### config.mk
export PLATFORM = sky130hd
export DESIGN_NAME = hilo_muldiv
export DESIGN_NICKNAME = d
export VERILOG_FILES = /design/src/rtl/muldiv_pkg.sv /design/src/rtl/hilo_muldiv.sv
export SDC_FILE = /design/constraint.sdc
export NUM_CORES = 1
export LEC_CHECK = 0
export CAP_MARGIN = 20
export CORE_MARGIN = 2
export CORE_UTILIZATION = 59
export CTS_CLUSTER_DIAMETER = 200
export CTS_CLUSTER_SIZE = 40
export DETAILED_ROUTE_END_ITERATION = 8
export PLACE_DENSITY = 0.82
export REMOVE_ABC_BUFFERS = 1
export SLEW_MARGIN = 20
export SYNTH_ARGS = -nofsm -noshare
export SYNTH_HDL_FRONTEND = slang
export SYNTH_SLANG_ARGS = --single-unit
### constraint.sdc
create_clock -name clk -period 4.9 [get_ports clk]
set_input_delay 0.98 -clock clk [delete_from_list [all_inputs] [get_ports clk]]
set_output_delay 0.98 -clock clk [all_outputs]
set_load 0.05 [all_outputs]
### src/rtl/muldiv_pkg.sv
// Shared types and constants for the HI/LO multiply/divide unit.
package muldiv_pkg;

  localparam int unsigned ITER = 32;

  typedef enum logic [1:0] {
    MULT  = 2'd0,
    MULTU = 2'd1,
    DIV   = 2'd2,
    DIVU  = 2'd3
  } opT;

  typedef enum logic [1:0] {
    IDLE  = 2'd0,
    RUN   = 2'd1,
    FIXUP = 2'd2
  } stateT;

endpackage

### src/rtl/hilo_muldiv.sv
// Iterative radix-2 multiply/divide unit owning the architectural HI/LO registers.
// An op spends W cycles in RUN and one in FIXUP, where signs are restored and HI/LO written.
module hilo_muldiv
  import muldiv_pkg::*;
#(
  parameter int unsigned W = 32
) (
  input  logic         clk,
  input  logic         reset,
  input  logic         startE,
  input  logic [1:0]   opE,
  input  logic [W-1:0] srcaE,
  input  logic [W-1:0] srcbE,
  input  logic         hienE,
  input  logic         loenE,
  input  logic [W-1:0] wdataE,
  input  logic         cancelE,
  output logic [W-1:0] hi,
  output logic [W-1:0] lo,
  output logic         busy
);

  localparam int unsigned CW = $clog2(W);

  stateT          state, stateNext;
  logic [CW-1:0]  count;
  logic [2*W-1:0] acc;
  logic [W-1:0]   operand;   // multiplicand or divisor magnitude
  opT             op;
  logic           signA, signB, divZero;

  // Launch decode: cancel in IDLE suppresses a start.
  opT           opIn;
  logic         launch, isSignedIn, isDivIn, sgnAIn, sgnBIn;
  logic [W-1:0] magAIn, magBIn;

  assign opIn       = opT'(opE);
  assign launch     = (state == IDLE) && startE && !cancelE;
  assign isSignedIn = (opIn == MULT) || (opIn == DIV);
  assign isDivIn    = (opIn == DIV) || (opIn == DIVU);
  assign sgnAIn     = isSignedIn && srcaE[W-1];
  assign sgnBIn     = isSignedIn && srcbE[W-1];
  assign magAIn     = sgnAIn ? -srcaE : srcaE;
  assign magBIn     = sgnBIn ? -srcbE : srcbE;

  // State register.
  always_ff @(posedge clk or negedge reset) begin
    if (!reset) state <= IDLE;
    else        state <= stateNext;
  end

  // Next-state logic; cancel wins over both RUN progress and the FIXUP write.
  always_comb begin
    stateNext = state;
    unique case (state)
      IDLE:    if (startE && !cancelE) stateNext = RUN;
      RUN: begin
        if (cancelE)                      stateNext = IDLE;
        else if (count == CW'(ITER - 1))  stateNext = FIXUP;
      end
      FIXUP:   stateNext = IDLE;
      default: stateNext = IDLE;
    endcase
  end

  // Outputs decoded from the registered state only.
  always_comb begin
    busy = (state != IDLE);
  end

  // One radix-2 step: shift-add multiply or restoring shift-subtract divide.
  logic [W:0]     mulSum, divTrial;
  logic [2*W-1:0] divShift, stepAcc;
  always_comb begin
    mulSum   = {1'b0, acc[2*W-1:W]} + {1'b0, operand};
    divShift = {acc[2*W-2:0], 1'b0};
    // Remainder shifted left can need W+1 bits, so include the bit shifted out.
    divTrial = {acc[2*W-1], divShift[2*W-1:W]} - {1'b0, operand};
    if ((op == DIV) || (op == DIVU)) begin
      stepAcc = divTrial[W] ? divShift : {divTrial[W-1:0], divShift[W-1:1], 1'b1};
    end else begin
      stepAcc = acc[0] ? {mulSum, acc[W-1:1]} : {1'b0, acc[2*W-1:W], acc[W-1:1]};
    end
  end

  // Sign fixup of the finished magnitude result.
  logic [2*W-1:0] product;
  logic [W-1:0]   resHi, resLo;
  always_comb begin
    product = (signA ^ signB) ? -acc : acc;
    if ((op == DIV) || (op == DIVU)) begin
      if (divZero) begin
        // Dividend magnitude was parked in acc; restoring its sign recovers raw srcaE.
        resLo = '1;
        resHi = signA ? -acc[W-1:0] : acc[W-1:0];
      end else begin
        resLo = (signA ^ signB) ? -acc[W-1:0] : acc[W-1:0];
        resHi = signA ? -acc[2*W-1:W] : acc[2*W-1:W];
      end
    end else begin
      resLo = product[W-1:0];
      resHi = product[2*W-1:W];
    end
  end

  // Operand latch, iteration counter and accumulator.
  always_ff @(posedge clk or negedge reset) begin
    if (!reset) begin
      count   <= '0;
      acc     <= '0;
      operand <= '0;
      op      <= MULT;
      signA   <= 1'b0;
      signB   <= 1'b0;
      divZero <= 1'b0;
    end else if (launch) begin
      count   <= '0;
      op      <= opIn;
      signA   <= sgnAIn;
      signB   <= sgnBIn;
      divZero <= isDivIn && (srcbE == '0);
      if (isDivIn) begin
        acc     <= {{W{1'b0}}, magAIn};
        operand <= magBIn;
      end else begin
        acc     <= {{W{1'b0}}, magBIn};
        operand <= magAIn;
      end
    end else if (state == RUN) begin
      count <= count + CW'(1);
      // Divide-by-zero holds the dividend untouched for the fixup.
      if (!divZero) acc <= stepAcc;
    end
  end

  // HI/LO: mthi/mtlo only while idle, op result at the close of FIXUP.
  always_ff @(posedge clk or negedge reset) begin
    if (!reset) begin
      hi <= '0;
      lo <= '0;
    end else if (state == IDLE) begin
      if (hienE) hi <= wdataE;
      if (loenE) lo <= wdataE;
    end else if ((state == FIXUP) && !cancelE) begin
      hi <= resHi;
      lo <= resLo;
    end
  end

endmodule

==> impl_results.html <==
<table>
<tr><th>Metric</th><th>Value</th></tr>
<tr><th colspan="2">Place</th></tr>
<tr><td>Final HPWL DP</td><td>~43 mm</td></tr>
<tr><td>Gp weighted congestion</td><td>0.975</td></tr>
<tr><td>Post-placement setup slack</td><td>849 ps</td></tr>
<tr><td>Total placed instance area</td><td>approximately 0.019 mm²</td></tr>
<tr><td># port buffers</td><td>around 170</td></tr>
<tr><td>Placed cells</td><td>roughly 2600</td></tr>
<tr><th colspan="2">Worst hold path</th></tr>
<tr><td>Startpoint of the tightest hold check path</td><td>lo[28]</td></tr>
<tr><td>Cell count of the worst hold path</td><td>2</td></tr>
<tr><td>Min-Delay Path Class</td><td>reg -&gt; reg</td></tr>
<tr><td>Hold worst-path end</td><td>lo[28]</td></tr>
<tr><th colspan="2">Critical path</th></tr>
<tr><td>Terminus of the critical flop-to-flop path</td><td>hi[30]</td></tr>
<tr><td>Source of the worst register-to-register timing path</td><td>acc[1]</td></tr>
<tr><td>Critical Path Fanout Max</td><td>11</td></tr>
<tr><td>Classification of the worst setup path</td><td>reg -&gt; reg</td></tr>
<tr><td>FF-to-FF setup slack</td><td>roughly 1100 ps</td></tr>
<tr><td>Data required time of the critical path</td><td>5280 ps</td></tr>
<tr><td>Critical Path Start Type</td><td>flip-flop</td></tr>
<tr><td>Cells on worst reg2reg path</td><td>12</td></tr>
<tr><td>Critical path data arrival time</td><td>around 4200 ps</td></tr>
<tr><td>Kind of end point of the critical path</td><td>flip-flop</td></tr>
<tr><th colspan="2">GRT</th></tr>
<tr><td>Global-route wire length before repair</td><td>around 90 mm</td></tr>
<tr><td>Initial antenna violation count</td><td>3</td></tr>
<tr><td>Tot GR Track Use</td><td>0.376</td></tr>
<tr><td>Number of global-route vias before repair</td><td>between 15000 and 20000</td></tr>
<tr><td>Maximum number of pins on one net before global-route repair</td><td>between 80 and 90</td></tr>
<tr><td>Final global-route overflow total</td><td>0</td></tr>
<tr><th colspan="2">Timing</th></tr>
<tr><td>Timing-limited maximum frequency</td><td>~260 MHz</td></tr>
<tr><td>Minimum period implied by the final worst setup slack</td><td>3790 ps</td></tr>
<tr><td>RSZ-0062 raised after global routing</td><td>false</td></tr>
<tr><td>Finish-stage setup viols</td><td>0</td></tr>
<tr><td>Total Negative Setup Slacks</td><td>0 ps</td></tr>
<tr><td>Worst clock skew on the final layout</td><td>around 11 ps</td></tr>
<tr><td>Worst-case hold slack</td><td>roughly 480 ps</td></tr>
<tr><td>Crit path setup slack, layout</td><td>1110 ps</td></tr>
<tr><td>Number of failing hold endpoints at the final stage</td><td>0</td></tr>
<tr><td>Worst rel slew slack</td><td>0.256</td></tr>
<tr><td>Crit share post-route</td><td>0.773</td></tr>
<tr><td>Slew at the pin closest to its max-slew limit</td><td>1110 ps</td></tr>
<tr><td>Final Max Tran Viols</td><td>0</td></tr>
<tr><th colspan="2">Pwr</th></tr>
<tr><td>Cell Pwr Density</td><td>between 500 and 600 mW/mm²</td></tr>
<tr><td>Leakage power summed over all cells</td><td>slightly below 8 nW</td></tr>
<tr><td>Power, Total</td><td>between 10 and 15 mW</td></tr>
<tr><td>Largest voltage drop on the vdd net</td><td>between 0.0003 and 0.0004 V</td></tr>
<tr><th colspan="2">Detailed routing</th></tr>
<tr><td>Initial drt markers</td><td>1968</td></tr>
<tr><td>Drt pass-1 iters</td><td>7</td></tr>
<tr><td>Avg WL per Cell</td><td>21.3 µm</td></tr>
<tr><td>Vias per std cell</td><td>roughly 6.6</td></tr>
<tr><td>Count of nets left with antenna violations after detail routing</td><td>0</td></tr>
<tr><td>Final Routed Wirelength</td><td>between 50 and 60 mm</td></tr>
<tr><td>Post-detailed-route DRC marker count</td><td>0</td></tr>
<tr><td>Routed vias</td><td>17400</td></tr>
<tr><th colspan="2">Synthesis</th></tr>
<tr><td>Synth Register Bits</td><td>171</td></tr>
<tr><td>Synthesized instance count</td><td>between 2000 and 2500</td></tr>
<tr><td>Post-synth cell types</td><td>81</td></tr>
<tr><td>Share of synthesized flip-flops with an asynchronous set or reset</td><td>1.00</td></tr>
<tr><td>Dominant synthesized flop cell</td><td>dfrtp_1</td></tr>
<tr><td>Top-area cell type share of the netlist area</td><td>0.255</td></tr>
<tr><td>Average footprint of a synthesized cell</td><td>about 7.6 µm²</td></tr>
<tr><td>Post-synth top area cell</td><td>dfrtp_1</td></tr>
<tr><td>Syn. warnings</td><td>0</td></tr>
<tr><td>Main area contributors after synthesis</td><td>dfrtp_1 26%, o21ai_0 6.9%, xnor2_1 6.6%, nand2_1 6.0%, ha_1 5.2%</td></tr>
<tr><td>Most instantiated library cell after synthesis</td><td>nand2_1</td></tr>
<tr><td>Commonest cells post-synth</td><td>270 x nand2_1, 230 x o21ai_0, 173 x a21oi_1</td></tr>
<tr><td>Post-Syn Area</td><td>about 0.017 mm²</td></tr>
<tr><td>Count of flip-flops with a built-in enable after synthesis</td><td>0</td></tr>
<tr><td>Post-synthesis sequential area ratio</td><td>0.255</td></tr>
<tr><th colspan="2">Finish</th></tr>
<tr><td>Number of standard cells in the layout, taps in and fillers out</td><td>2658</td></tr>
<tr><td>Number of diodes added for antenna fixing</td><td>0</td></tr>
<tr><td>Area overhead of the layout relative to synthesis</td><td>14.5%</td></tr>
<tr><td>Core utilization of the finished layout</td><td>0.689</td></tr>
<tr><td>Final non-filler cell area</td><td>approximately 0.019 mm²</td></tr>
<tr><td>Share of layout cells above drive strength 1</td><td>0.0557</td></tr>
<tr><td>Final layout net count</td><td>between 2000 and 2500</td></tr>
<tr><th colspan="2">Job</th></tr>
<tr><td>Max Cap Violations</td><td>0</td></tr>
<tr><th colspan="2">CTS</th></tr>
<tr><td>CTS root buffer</td><td>clkbuf_16</td></tr>
<tr><td>Number of buffers inserted to repair setup after CTS</td><td>0</td></tr>
<tr><td>Clock Sink Count</td><td>171</td></tr>
<tr><td>Total clock buffers created by CTS</td><td>17</td></tr>
<tr><td>Maximum level of the CTS H-tree</td><td>4</td></tr>
<tr><td>Number of cells upsized or downsized after cts</td><td>0</td></tr>
<tr><td>CTS max path bufs</td><td>2</td></tr>
<tr><td>Clock transition time at the flip-flop clock pins of the worst setup and hold paths</td><td>70 ps</td></tr>
<tr><td>Hold-fix buffer count after cts</td><td>0</td></tr>
<tr><td>Clock insertion delay at the later pin of the skew report</td><td>around 440 ps</td></tr>
<tr><td>Clock tree from TritonCTS</td><td>yes</td></tr>
<tr><th colspan="2">Floorplan</th></tr>
<tr><td>Number of primary I/O pins</td><td>about 170</td></tr>
<tr><td>Chip height</td><td>approximately 170 µm</td></tr>
<tr><td>Die area</td><td>a little under 0.03 mm²</td></tr>
<tr><td>Initial Utilization</td><td>0.602</td></tr>
<tr><td>Placeable core region</td><td>around 0.028 mm²</td></tr>
<tr><td>Row cnt</td><td>slightly above 60</td></tr>
<tr><td>Horizontal extent of the die</td><td>around 170 µm</td></tr>
<tr><th colspan="2">Status</th></tr>
<tr><td>Result of the run</td><td>finished, final reports clean</td></tr>
</table>
[cell usage in the layout (no fill, tap or decap), drive strengths merged, types with 15 or more instances in the layout]
cell           synthesis  routed
dfrtp                171     171
mux2i                 55      55
or4                   19      19
nor4                  21      21
ha                    70      70
o21ai                240     240
o221ai                18      18
nand2b                26      26
nand3                 23      23
a21o                  34      34
clkbuf               164      19
buf                   28      55
and3                  21      21
o22ai                 40      40
clkdlybuf4s50          0     166
nor2                 161     161
xnor2                127     127
a31oi                 18      18
a211oi                35      35
o31ai                 33      33
or3                   20      20
inv                   57      61
xor2                  99      99
nor3                  49      49
nand2                270     270
a21oi                173     173
nor2b                 15      15
o211ai                83      83
[power breakdown]
group          internal [mW]  leakage, nW  switching [mW]
logic                   2.87         5.34            4.38
clock network          0.809        0.285           0.638
registers               1.82         2.10           0.803
[metal layers]
layer | GRT usage | part of all wire | vias up
met5 | 0 | 0.00023 | -
met2 | 0.570 | 0.43 | 922
met1 | 0.529 | 0.43 | 8236
met3 | 0.0811 | 0.11 | 126
met4 | 0.137 | 0.032 | 4
li1 | - | - | 8136
[layout make-up]
type,instances,area [µm²]
clock buffer,19,433
tap,378,473
multi-input combinational,1799,11500
fill,2342,8660
clock inverter,13,166
timing repair buffer,221,2090
inverter,57,214
sequential,171,4290
[worst max path at each step]
stage	startpoint	slack (ps)	depth (start not counted)	end
3_3_place_gp	srcbE[10]	1000	11	acc[26]
6_report	acc[1]	1110	12	hi[30]
5_1_grt	acc[40]	870	12	acc[60]
4_1_cts	acc[1]	1160	12	hi[30]
2_1_floorplan	state[1]	-2470	6	acc[57]
3_5_place_dp	srcaE[8]	850	9	operand[23]
[flip-flops by register name, indices dropped and copies added (netlist names)]
| signal | count |
|---|---|
| op | 1 |
| operand | 32 |
| state | 2 |
| signA | 1 |
| divZero | 1 |
| acc | 64 |
| signB | 1 |
| hi | 32 |
| lo | 32 |
| count | 5 |
[kinds of logic after synthesis]
| group | share of synthesized area |
|---|---|
| AO/OA/AOI/OAI | 0.290 |
| XOR/XNOR | 0.118 |
| adder cells (fa/ha/maj) | 0.0546 |
| buffers and inverters | 0.0591 |
| flip-flops | 0.255 |
| multiplexers | 0.0355 |
| AND/OR/NAND/NOR | 0.188 |
[critical path, cell delays in order, from the launching register on]
cell and delay, ps:
dfrtp_1 450, inv_1 100, ha_1 210, nor3b_1 380
nand4b_1 180, buf_4 220, or4_4 440, or3_1 550
o31ai_1 430, xnor2_1 160, nor2_1 60, a211oi_1 340
o22a_1 200
Note: power is estimated with default switching activity, not from simulation.
